## config.mk

```make
export PLATFORM = sky130hd
export DESIGN_NAME = ibex_alu_pext_mac
export DESIGN_NICKNAME = d
export VERILOG_FILES = /design/src/rtl/ibex_pkg_pext.sv /design/src/rtl/ibex_pext_mul17.sv /design/src/rtl/ibex_alu_pext_mac.sv
export SDC_FILE = /design/constraint.sdc
export NUM_CORES = 2
export LEC_CHECK = 0
export CAP_MARGIN = 20
export CORE_ASPECT_RATIO = 1.4
export CORE_MARGIN = 3
export CORE_UTILIZATION = 25
export DETAILED_ROUTE_END_ITERATION = 8
export PLACE_DENSITY = 0.39
export SYNTH_ARGS = -nofsm -noshare
export SYNTH_HDL_FRONTEND = slang
export SYNTH_SLANG_ARGS = --single-unit
```

## constraint.sdc

```tcl
create_clock -name clk_i -period 19.3 [get_ports clk_i]
set_input_delay 3.86 -clock clk_i [delete_from_list [all_inputs] [get_ports clk_i]]
set_output_delay 3.86 -clock clk_i [all_outputs]
set_load 0.02 [all_outputs]
```

## src/rtl/ibex_pkg_pext.sv

```systemverilog
`default_nettype none
// ============================================================================
// Module  : ibex_pkg_pext
// Brief   : Shared types and constants for the P-ext multiply-accumulate unit.
// Revision: 1.0 - initial release
// ============================================================================
package ibex_pkg_pext;

    typedef enum logic [3:0] {
        ZPN_NONE   = 4'd0,
        ZPN_ADD16  = 4'd1,
        ZPN_SUB16  = 4'd2,
        ZPN_MADDR32 = 4'd3,
        ZPN_MSUBR32 = 4'd4,
        ZPN_KMMAC  = 4'd5,
        ZPN_KMMACU = 4'd6,
        ZPN_KMMSB  = 4'd7,
        ZPN_KMMSBU = 4'd8
    } zpn_op_e;

    typedef enum logic [2:0] {
        MAC_IDLE = 3'd0,
        MAC_LL   = 3'd1,
        MAC_LH   = 3'd2,
        MAC_HL   = 3'd3,
        MAC_HH   = 3'd4,
        MAC_ACC  = 3'd5,
        MAC_DONE = 3'd6
    } pext_mac_state_e;

    localparam int unsigned PEXT_MAC_STEPS = 4;

    localparam logic [31:0] PEXT_SAT_MAX32 = 32'h7FFF_FFFF;
    localparam logic [31:0] PEXT_SAT_MIN32 = 32'h8000_0000;

    function automatic logic pext_is_mac(zpn_op_e op);
        return (op == ZPN_MADDR32) || (op == ZPN_MSUBR32) ||
               (op == ZPN_KMMAC)   || (op == ZPN_KMMACU)  ||
               (op == ZPN_KMMSB)   || (op == ZPN_KMMSBU);
    endfunction

    // K-ops take the high word of the product and saturate
    function automatic logic pext_is_k(zpn_op_e op);
        return (op == ZPN_KMMAC) || (op == ZPN_KMMACU) ||
               (op == ZPN_KMMSB) || (op == ZPN_KMMSBU);
    endfunction

    function automatic logic pext_is_round(zpn_op_e op);
        return (op == ZPN_KMMACU) || (op == ZPN_KMMSBU);
    endfunction

endpackage
`default_nettype wire

```

## src/rtl/ibex_pext_mul17.sv

```systemverilog
`default_nettype none
// ============================================================================
// Module  : ibex_pext_mul17
// Brief   : Combinational 17x17 signed multiplier with half-word operand
//           selection driven by the MAC sequencing state.
// Revision: 1.0 - initial release
// ============================================================================
module ibex_pext_mul17
    import ibex_pkg_pext::*;
(
    input  pext_mac_state_e     i_state,
    input  logic [31:0]         i_op_a,
    input  logic [31:0]         i_op_b,
    output logic signed [33:0]  o_prod
);

    logic               w_a_hi;
    logic               w_b_hi;
    logic signed [16:0] w_x;
    logic signed [16:0] w_y;

    always_comb begin
        w_a_hi = 1'b0;
        w_b_hi = 1'b0;
        case (i_state)
            MAC_LH: w_b_hi = 1'b1;
            MAC_HL: w_a_hi = 1'b1;
            MAC_HH: begin
                w_a_hi = 1'b1;
                w_b_hi = 1'b1;
            end
            default: ;
        endcase
    end

    // Low halves are unsigned magnitudes, high halves carry the sign
    assign w_x = w_a_hi ? {i_op_a[31], i_op_a[31:16]} : {1'b0, i_op_a[15:0]};
    assign w_y = w_b_hi ? {i_op_b[31], i_op_b[31:16]} : {1'b0, i_op_b[15:0]};

    assign o_prod = 34'(w_x) * 34'(w_y);

endmodule
`default_nettype wire

```

## src/rtl/ibex_alu_pext_mac.sv

```systemverilog
`default_nettype none
// ============================================================================
// Module  : ibex_alu_pext_mac
// Brief   : Multi-cycle P-ext 32x32 multiply-accumulate (MADDR32/MSUBR32/
//           KMMAC[u]/KMMSB[u]) built on an iterated 17x17 multiplier.
// Revision: 1.0 - initial release
// ============================================================================
module ibex_alu_pext_mac
    import ibex_pkg_pext::*;
(
    input  logic        clk_i,
    input  logic        rst_ni,
    input  logic        en_i,
    input  logic        kill_i,
    input  zpn_op_e     zpn_operator_i,
    input  logic [1:0]  alu_sub_i,
    input  logic [31:0] op_a_i,
    input  logic [31:0] op_b_i,
    input  logic [31:0] op_c_i,
    output logic        busy_o,
    output logic        valid_o,
    output logic [31:0] result_o,
    output logic        ov_o
);

    pext_mac_state_e    r_state;
    pext_mac_state_e    w_state_d;
    logic               w_start;

    logic [31:0]        r_a;
    logic [31:0]        r_b;
    logic [31:0]        r_c;
    zpn_op_e            r_op;
    logic               r_sub;
    logic signed [63:0] r_acc;
    logic [31:0]        r_result;
    logic               r_ov;

    logic signed [33:0] w_prod;
    logic signed [63:0] w_pp;
    logic [63:0]        w_acc_rnd;
    logic [31:0]        w_hi;
    logic [32:0]        w_sum33;
    logic [31:0]        w_lo_res;
    logic [31:0]        w_res_d;
    logic               w_ov_d;
    logic               w_unused_sub_hi;

    assign w_unused_sub_hi = alu_sub_i[1];

    // ------------------------------------------------------------------
    // Sequencer
    // ------------------------------------------------------------------
    always_ff @(posedge clk_i or negedge rst_ni) begin
        if (!rst_ni) begin
            r_state <= MAC_IDLE;
        end else begin
            r_state <= w_state_d;
        end
    end

    always_comb begin
        w_state_d = r_state;
        w_start   = 1'b0;
        if (kill_i) begin
            w_state_d = MAC_IDLE;
        end else begin
            case (r_state)
                MAC_IDLE: begin
                    if (en_i && pext_is_mac(zpn_operator_i)) begin
                        w_state_d = MAC_LL;
                        w_start   = 1'b1;
                    end
                end
                MAC_LL:   w_state_d = MAC_LH;
                MAC_LH:   w_state_d = MAC_HL;
                MAC_HL:   w_state_d = MAC_HH;
                MAC_HH:   w_state_d = MAC_ACC;
                MAC_ACC:  w_state_d = MAC_DONE;
                MAC_DONE: w_state_d = MAC_IDLE;
                default:  w_state_d = MAC_IDLE;
            endcase
        end
    end

    // ------------------------------------------------------------------
    // Partial products
    // ------------------------------------------------------------------
    ibex_pext_mul17 u_mul17 (
        .i_state (r_state),
        .i_op_a  (r_a),
        .i_op_b  (r_b),
        .o_prod  (w_prod)
    );

    assign w_pp = 64'(w_prod);

    // ------------------------------------------------------------------
    // Accumulate / round / saturate
    // ------------------------------------------------------------------
    assign w_acc_rnd = r_acc + (pext_is_round(r_op) ? 64'h0000_0000_8000_0000 : 64'd0);
    assign w_hi      = w_acc_rnd[63:32];
    assign w_sum33   = r_sub ? ({r_c[31], r_c} - {w_hi[31], w_hi})
                             : ({r_c[31], r_c} + {w_hi[31], w_hi});
    assign w_lo_res  = r_sub ? (r_c - r_acc[31:0]) : (r_c + r_acc[31:0]);

    always_comb begin
        w_res_d = w_lo_res;
        w_ov_d  = 1'b0;
        if (pext_is_k(r_op)) begin
            w_res_d = w_sum33[31:0];
            // Differing top two bits means the 33-bit sum left the 32-bit range
            if (w_sum33[32] != w_sum33[31]) begin
                w_ov_d  = 1'b1;
                w_res_d = w_sum33[32] ? PEXT_SAT_MIN32 : PEXT_SAT_MAX32;
            end
        end
    end

    always_ff @(posedge clk_i or negedge rst_ni) begin
        if (!rst_ni) begin
            r_a      <= '0;
            r_b      <= '0;
            r_c      <= '0;
            r_op     <= ZPN_NONE;
            r_sub    <= 1'b0;
            r_acc    <= '0;
            r_result <= '0;
            r_ov     <= 1'b0;
        end else begin
            if (w_start) begin
                r_a   <= op_a_i;
                r_b   <= op_b_i;
                r_c   <= op_c_i;
                r_op  <= zpn_operator_i;
                r_sub <= alu_sub_i[0];
            end
            case (r_state)
                MAC_LL:         r_acc <= w_pp;
                MAC_LH, MAC_HL: r_acc <= r_acc + (w_pp <<< 16);
                MAC_HH:         r_acc <= r_acc + (w_pp <<< 32);
                MAC_ACC: begin
                    if (!kill_i) begin
                        r_result <= w_res_d;
                        r_ov     <= w_ov_d;
                    end
                end
                default: ;
            endcase
        end
    end

    assign busy_o   = (r_state != MAC_IDLE);
    assign valid_o  = (r_state == MAC_DONE);
    assign result_o = r_result;
    assign ov_o     = r_ov;

endmodule
`default_nettype wire

```

Yosys cells after proc, flatten, opt, wreduce, memory -nomap -nowiden
Cells that the tools add are included.
{"block": "op_classes", "n_mux": 19, "add_sub_neg": 7, "n_eq_ne": 18, "n_mul": 1, "reduce_logical": 17, "n_bitwise": 1}
{"cell": "$pmux W64 S3", "count": 1}
{"cell": "$mux W32", "count": 5}
{"cell": "$add A64 B32 Y64", "count": 1}
{"cell": "$add A64 B50 Y64", "count": 1}
{"cell": "$add A64 B64 Y64", "count": 1}
{"cell": "$mul A17 B17 Y34", "count": 1}
{"cell": "$mux W17", "count": 2}
{"cell": "$add A32 B32 Y33", "count": 1}
{"cell": "$mux W33", "count": 1}
{"cell": "$sub A32 B32 Y33", "count": 1}
{"cell": "$add A32 B32 Y32", "count": 1}
{"cell": "$sub A32 B32 Y32", "count": 1}
{"cell": "$eq A4 B3 Y1 const B", "count": 7}
{"cell": "$pmux W3 S6", "count": 1}
{"cell": "$eq A3 B3 Y1 const B", "count": 3}
{"cell": "$logic_or A1 B1 Y1", "count": 9}
{"cell": "$eq A4 B4 Y1 const B", "count": 2}
{"cell": "$mux W1", "count": 7}
{"cell": "$eq A3 B2 Y1 const B", "count": 2}
{"cell": "$mux W3", "count": 2}
{"cell": "$reduce_bool A3 Y1", "count": 2}
{"cell": "$reduce_or A2 Y1", "count": 3}
{"cell": "$eq A4 B2 Y1 const B", "count": 1}
{"cell": "$eq A3 B1 Y1 const B", "count": 1}
{"cell": "other kinds (6)", "count": 6}
{"block": "totals", "reg_bits": 201, "output_inout_bits": 35, "in_bits": 106, "elab_cells": 72}

Logic depth before layout (Yosys ltp)
{"block": "logic_depth", "depth_word": 10, "depth_mapped": 43, "mapped_depth_nobuf": 41}

Cells and area by module
Synthesis repeated with hierarchy kept, for this count alone.
{"block": "hier_totals", "hier_cells": 3270, "hier_area_um2": 28772.6}
{"mod": "ibex_alu_pext_mac", "seq_area_each_um2": 5029.8, "cells_each": 1999, "instances": 1, "area_each_um2": 17551.8}
{"mod": "ibex_pext_mul17", "seq_area_each_um2": 0.0, "cells_each": 1271, "instances": 1, "area_each_um2": 11220.8}

Worst setup path after synthesis
Ideal clock, no wire load.
{"block": "synth_path", "path_type": "reg2reg", "from": "reg r_state[2]", "to": "reg r_acc[63]", "synth_period_minus_slack_ns": 10.039, "t_arrival_ns": 9.913, "stages_incl_launch_ff": 40, "required_ns": 19.174, "setup_slack_ns": 9.261, "path_buffers": 3, "setup_ns": 0.126, "cell_sequence": "dfrtp_1 > inv_1 > nand2_1 > a21oi_1 > clkbuf_1 > mux2i_1 > clkbuf_1 > nor2_1 > fa_1 > inv_1 > fa_1 > fa_1 > inv_1 > fa_1 > fa_1 > inv_1 > fa_1 > inv_1 > (+4 left out) > or2_2 > a311o_1 > a2111oi_0 > or2_2 > inv_1 > ha_1 > clkbuf_1 > a21oi_1 > o21ai_0 > a21oi_1 > o21ai_0 > a2111oi_0 > o32ai_1 > a21oi_1 > xnor2_1 > xnor2_1 > o21ai_0 > a221o_1"}
{"block": "synth_via", "elab_chain_len": 7, "elab_cells_between_ends": 16}
{"item": "start, declared", "line_no": "ibex_alu_pext_mac.sv:26", "rtl": "pext_mac_state_e r_state;"}
{"item": "start signal, assigned", "line_no": "ibex_alu_pext_mac.sv:58", "rtl": "r_state <= w_state_d;"}
{"item": "$eq A3 B2 Y1 or $eq A3 B3 Y1 (tied branches)", "line_no": "ibex_pext_mul17.sv:25, ibex_alu_pext_mac.sv:138"}
{"item": "$reduce_or A2 Y1 (no source line)"}
{"item": "$mux W1", "line_no": "ibex_pext_mul17.sv:25", "rtl": "case (i_state)"}
{"item": "$mux W17 (on tied branches)", "line_no": "ibex_pext_mul17.sv:37, ibex_pext_mul17.sv:38"}
{"item": "$mul A17 B17 Y34", "line_no": "ibex_pext_mul17.sv:40", "rtl": "assign o_prod = 34'(w_x) * 34'(w_y);"}
{"item": "$add A64 B64 Y64 or $add A64 B50 Y64 (tied branches)", "line_no": "ibex_alu_pext_mac.sv:141, ibex_alu_pext_mac.sv:140"}
{"item": "$pmux W64 S3", "line_no": "ibex_alu_pext_mac.sv:138", "rtl": "case (r_state)"}
{"item": "end signal, assigned", "line_no": "ibex_alu_pext_mac.sv:139", "rtl": "MAC_LL: r_acc <= w_pp;"}
{"item": "end signal, assigned", "line_no": "ibex_alu_pext_mac.sv:140", "rtl": "MAC_LH, MAC_HL: r_acc <= r_acc + (w_pp <<< 16);"}
{"item": "end signal, assigned", "line_no": "ibex_alu_pext_mac.sv:141", "rtl": "MAC_HH: r_acc <= r_acc + (w_pp <<< 32);"}
{"item": "end, declared", "line_no": "ibex_alu_pext_mac.sv:35", "rtl": "logic signed [63:0] r_acc;"}
Parallel ways exist; a longest one is shown, timed or not.
A chain may end at the register's enable or synchronous reset.

Final worst setup path
{"block": "layout_path", "from": "reg r_state[1]", "to": "reg r_acc[63]"}
Same word-level chain as after synthesis.

==> results.cfg <==
[timing]
whs_ns = 0.468
worst_slew_margin_rel_pct = 23.8
tightest_slew_ns = 1.14
finalSetupViolCount = 0
setup_tns_ns = 0
timing.fmax_mhz = 80.6
hold_violations = 0
fin_crit_sh_pct = 64.3
rsz0062_at_grt = no
fin_skew_ns = 0.0132
period_needed_ns = 12.41
slew_violations = 0

[critical_path]
crit_path_start_kind = flip-flop
max_stage_delay_ns = 0.85
worstPathMaxFanout = 26
critPathMostFrequentCell = fa_1
endpoint_kind = flip-flop
critical_path_class = reg -> reg
critPathRequiredTime_ns = 19.79
critPathSlowestCell = nor2_1
critPathArrivalTime_ns = 12.89

[floorplan]
initial_utilization_pct = 25.3
pin_count = 141
num_rows = 146
dieHeight_um = 408
die_w_um = 293
die-area_um2 = 120000
core_um2 = 114000

[yosys]
ys_types = 102
synth_top_family_by_area = adder cells
synthArstFlopShare_pct = 100
synth_flop_cell = dfrtp_1
synth_compound_area_share_pct = 16.4
synth-edff-count = 0
ys_warn_count = 0
synth-seq-cells = 201
syn-cell-area_um2 = 28800
muxShareOfSynthArea_pct = 6.45
synthCells = 3266
synthesis.nets = 3902
yosys.area_share.simple_pct = 15.0
syn_area_per_cell_um2 = 8.83
seq_area_frac_synth_pct = 17.4
yosys.area_share.adder_pct = 30.8
synth_xor_area_share_pct = 7.56

[routing]
wl_per_cell_um = 21.0
wirelength_mm = 103
dr.pass1.iters = 5
ant_nets = 0
drc = 0
vias = 24000
viasPerCell = 4.90
drtIter0Drc = 982

[clocking]
insertion_delay_ns = 0.61
cts_tree = done
cts_resized = 0
htreeDepth = 1
clk_transition_reported_paths_ns = 0.06
cts_hold_buf = 0
cts_buffers = 28
cts_sinks = 201
cts_setup_buffers = 0
clockBufferDepth = 3
clockRootBuffer = clkbuf_16

[placed_design]
gp_congestion = 0.893
io_buffer_count = 139
dp_hpwl_mm = 84.6

[global_route]
antenna_found_initial = 2
grt_pass1_wl_mm = 156
grt.total_usage_pct = 17.0
grt_remaining_overflow = 0
grt_start_max_net_pins = 84
grt_pass1_vias = 25500

[layout]
nets = 4023
fillCellCount = 12300
drive_above_1_share_pct = 8.69
syn2layout_area_growth_pct = 14.4

[run_status]
outcome = finished, final reports clean

[job]
cap_violations = 0

[worst_hold_path]
hp-class = reg -> reg
state kept, by name, indices dropped and copies added (netlist names):
signal    count
r_acc        64
r_a          32
r_b          32
r_c          32
result_o     32
r_op          4
r_state       3
ov_o          1
r_sub         1
kinds of logic after synthesis:
group / after synthesis
AND/OR/NAND/NOR: 953
AO/OA/AOI/OAI: 709
adder cells (fa/ha/maj): 531
buffers and inverters: 458
XOR/XNOR: 245
flip-flops: 201
multiplexers: 169
area by class of cell:
type                            count  area [µm²]  share of cell area [%]
Antenna cell                        1        2.50                 0.00758
Clock buffer                       38         768                    2.33
Clock inverter                     13         188                   0.568
Inverter                          357        1340                    4.06
Multi-Input combinational cell   2607       22000                    66.7
Sequential cell                   201        5030                    15.2
Tap cell                         1480        1850                    5.61
Timing Repair Buffer              192        1800                    5.46
metrics by stage:
stage | cells | area, µm² | setup slack, ns | utilization, %
global placement | 4834 | 32000 | 6.90 | 28.1
floorplan | 3266 | 28800 | 9.26 | -
finish | 4889 | 33000 | 6.89 | 29.0
global route | 4888 | 33000 | 6.13 | 29.0
detailed placement | 4836 | 32000 | 6.83 | 28.2
CTS | 4887 | 33000 | 6.76 | 29.0
cells in the mapped netlist, types with 48 or more instances:
cell type,n,area (µm²)
nand2_1,287,1080
xnor2_1,168,1470
a21oi_1,200,1000
nor2_1,367,1380
inv_1,356,1340
ha_1,230,2880
xor2_1,74,648
mux2_2,135,1520
nand3_1,48,240
o21ai_0,110,551
fa_1,300,6010
dfrtp_1,201,5030
clkbuf_1,74,278
a21o_1,84,631
worst paths after layout:
check                                  from          end  slack [ns]  depth (start not counted)
worst max-delay path             r_state[1]    r_acc[63]        6.89                         37
worst max register to register   r_state[1]    r_acc[63]        6.89                         37
min in group asynchronous            rst_ni      r_c[26]        3.27                          1
max in group asynchronous            rst_ni       r_b[0]       14.66                          2
worst min register to register  result_o[2]  result_o[2]        0.47                          2
worst min-delay path            result_o[2]  result_o[2]        0.47                          2
worst max-delay path, delay by kind of cell (launching register included):
| kind | cells | cell delay [ns] |
|---|---|---|
| simple gates | 7 | 2.42 |
| compound gates | 14 | 3.47 |
| xor+xnor | 2 | 0.31 |
| fa+ha+maj | 8 | 3.81 |
| buf+inv | 6 | 1.56 |
| flops | 1 | 0.66 |
cell usage in the layout (no fill, tap or decap), types with 12 or more instances in the layout:
cell type	count
inv_1	356
nand4_1	27
a21o_1	84
or3_1	16
and4_1	12
a31oi_1	37
mux2_2	135
fa_1	300
buf_4	52
or2_2	15
nand2b_1	23
xor2_1	74
clkbuf_16	28
o21ai_0	109
and3_1	24
nand3_1	48
nand2_1	287
nor2b_1	25
a22oi_1	25
o31ai_1	12
dfrtp_1	200
a211oi_1	24
o22ai_1	20
o21a_1	30
mux2i_1	30
ha_1	230
o21bai_1	22
nor2_1	365
and2_1	17
nor3_1	43
xnor2_1	168
a21oi_1	199
clkdlybuf4s50_1	138
routing by layer:
layer	up-vias	share of wire, %	wire, µm	global-route usage, %
li1	11500	-	-	-
met1	12000	40	40700	19.1
met2	366	54	55800	33.1
met3	124	2.7	2770	1.53
met4	0	3.4	3520	5.41
met5	-	0	0	0
Power is left out: the tool's default activity adds up to more than one toggle a clock period on the data nets, which glitch-free logic cannot reach.
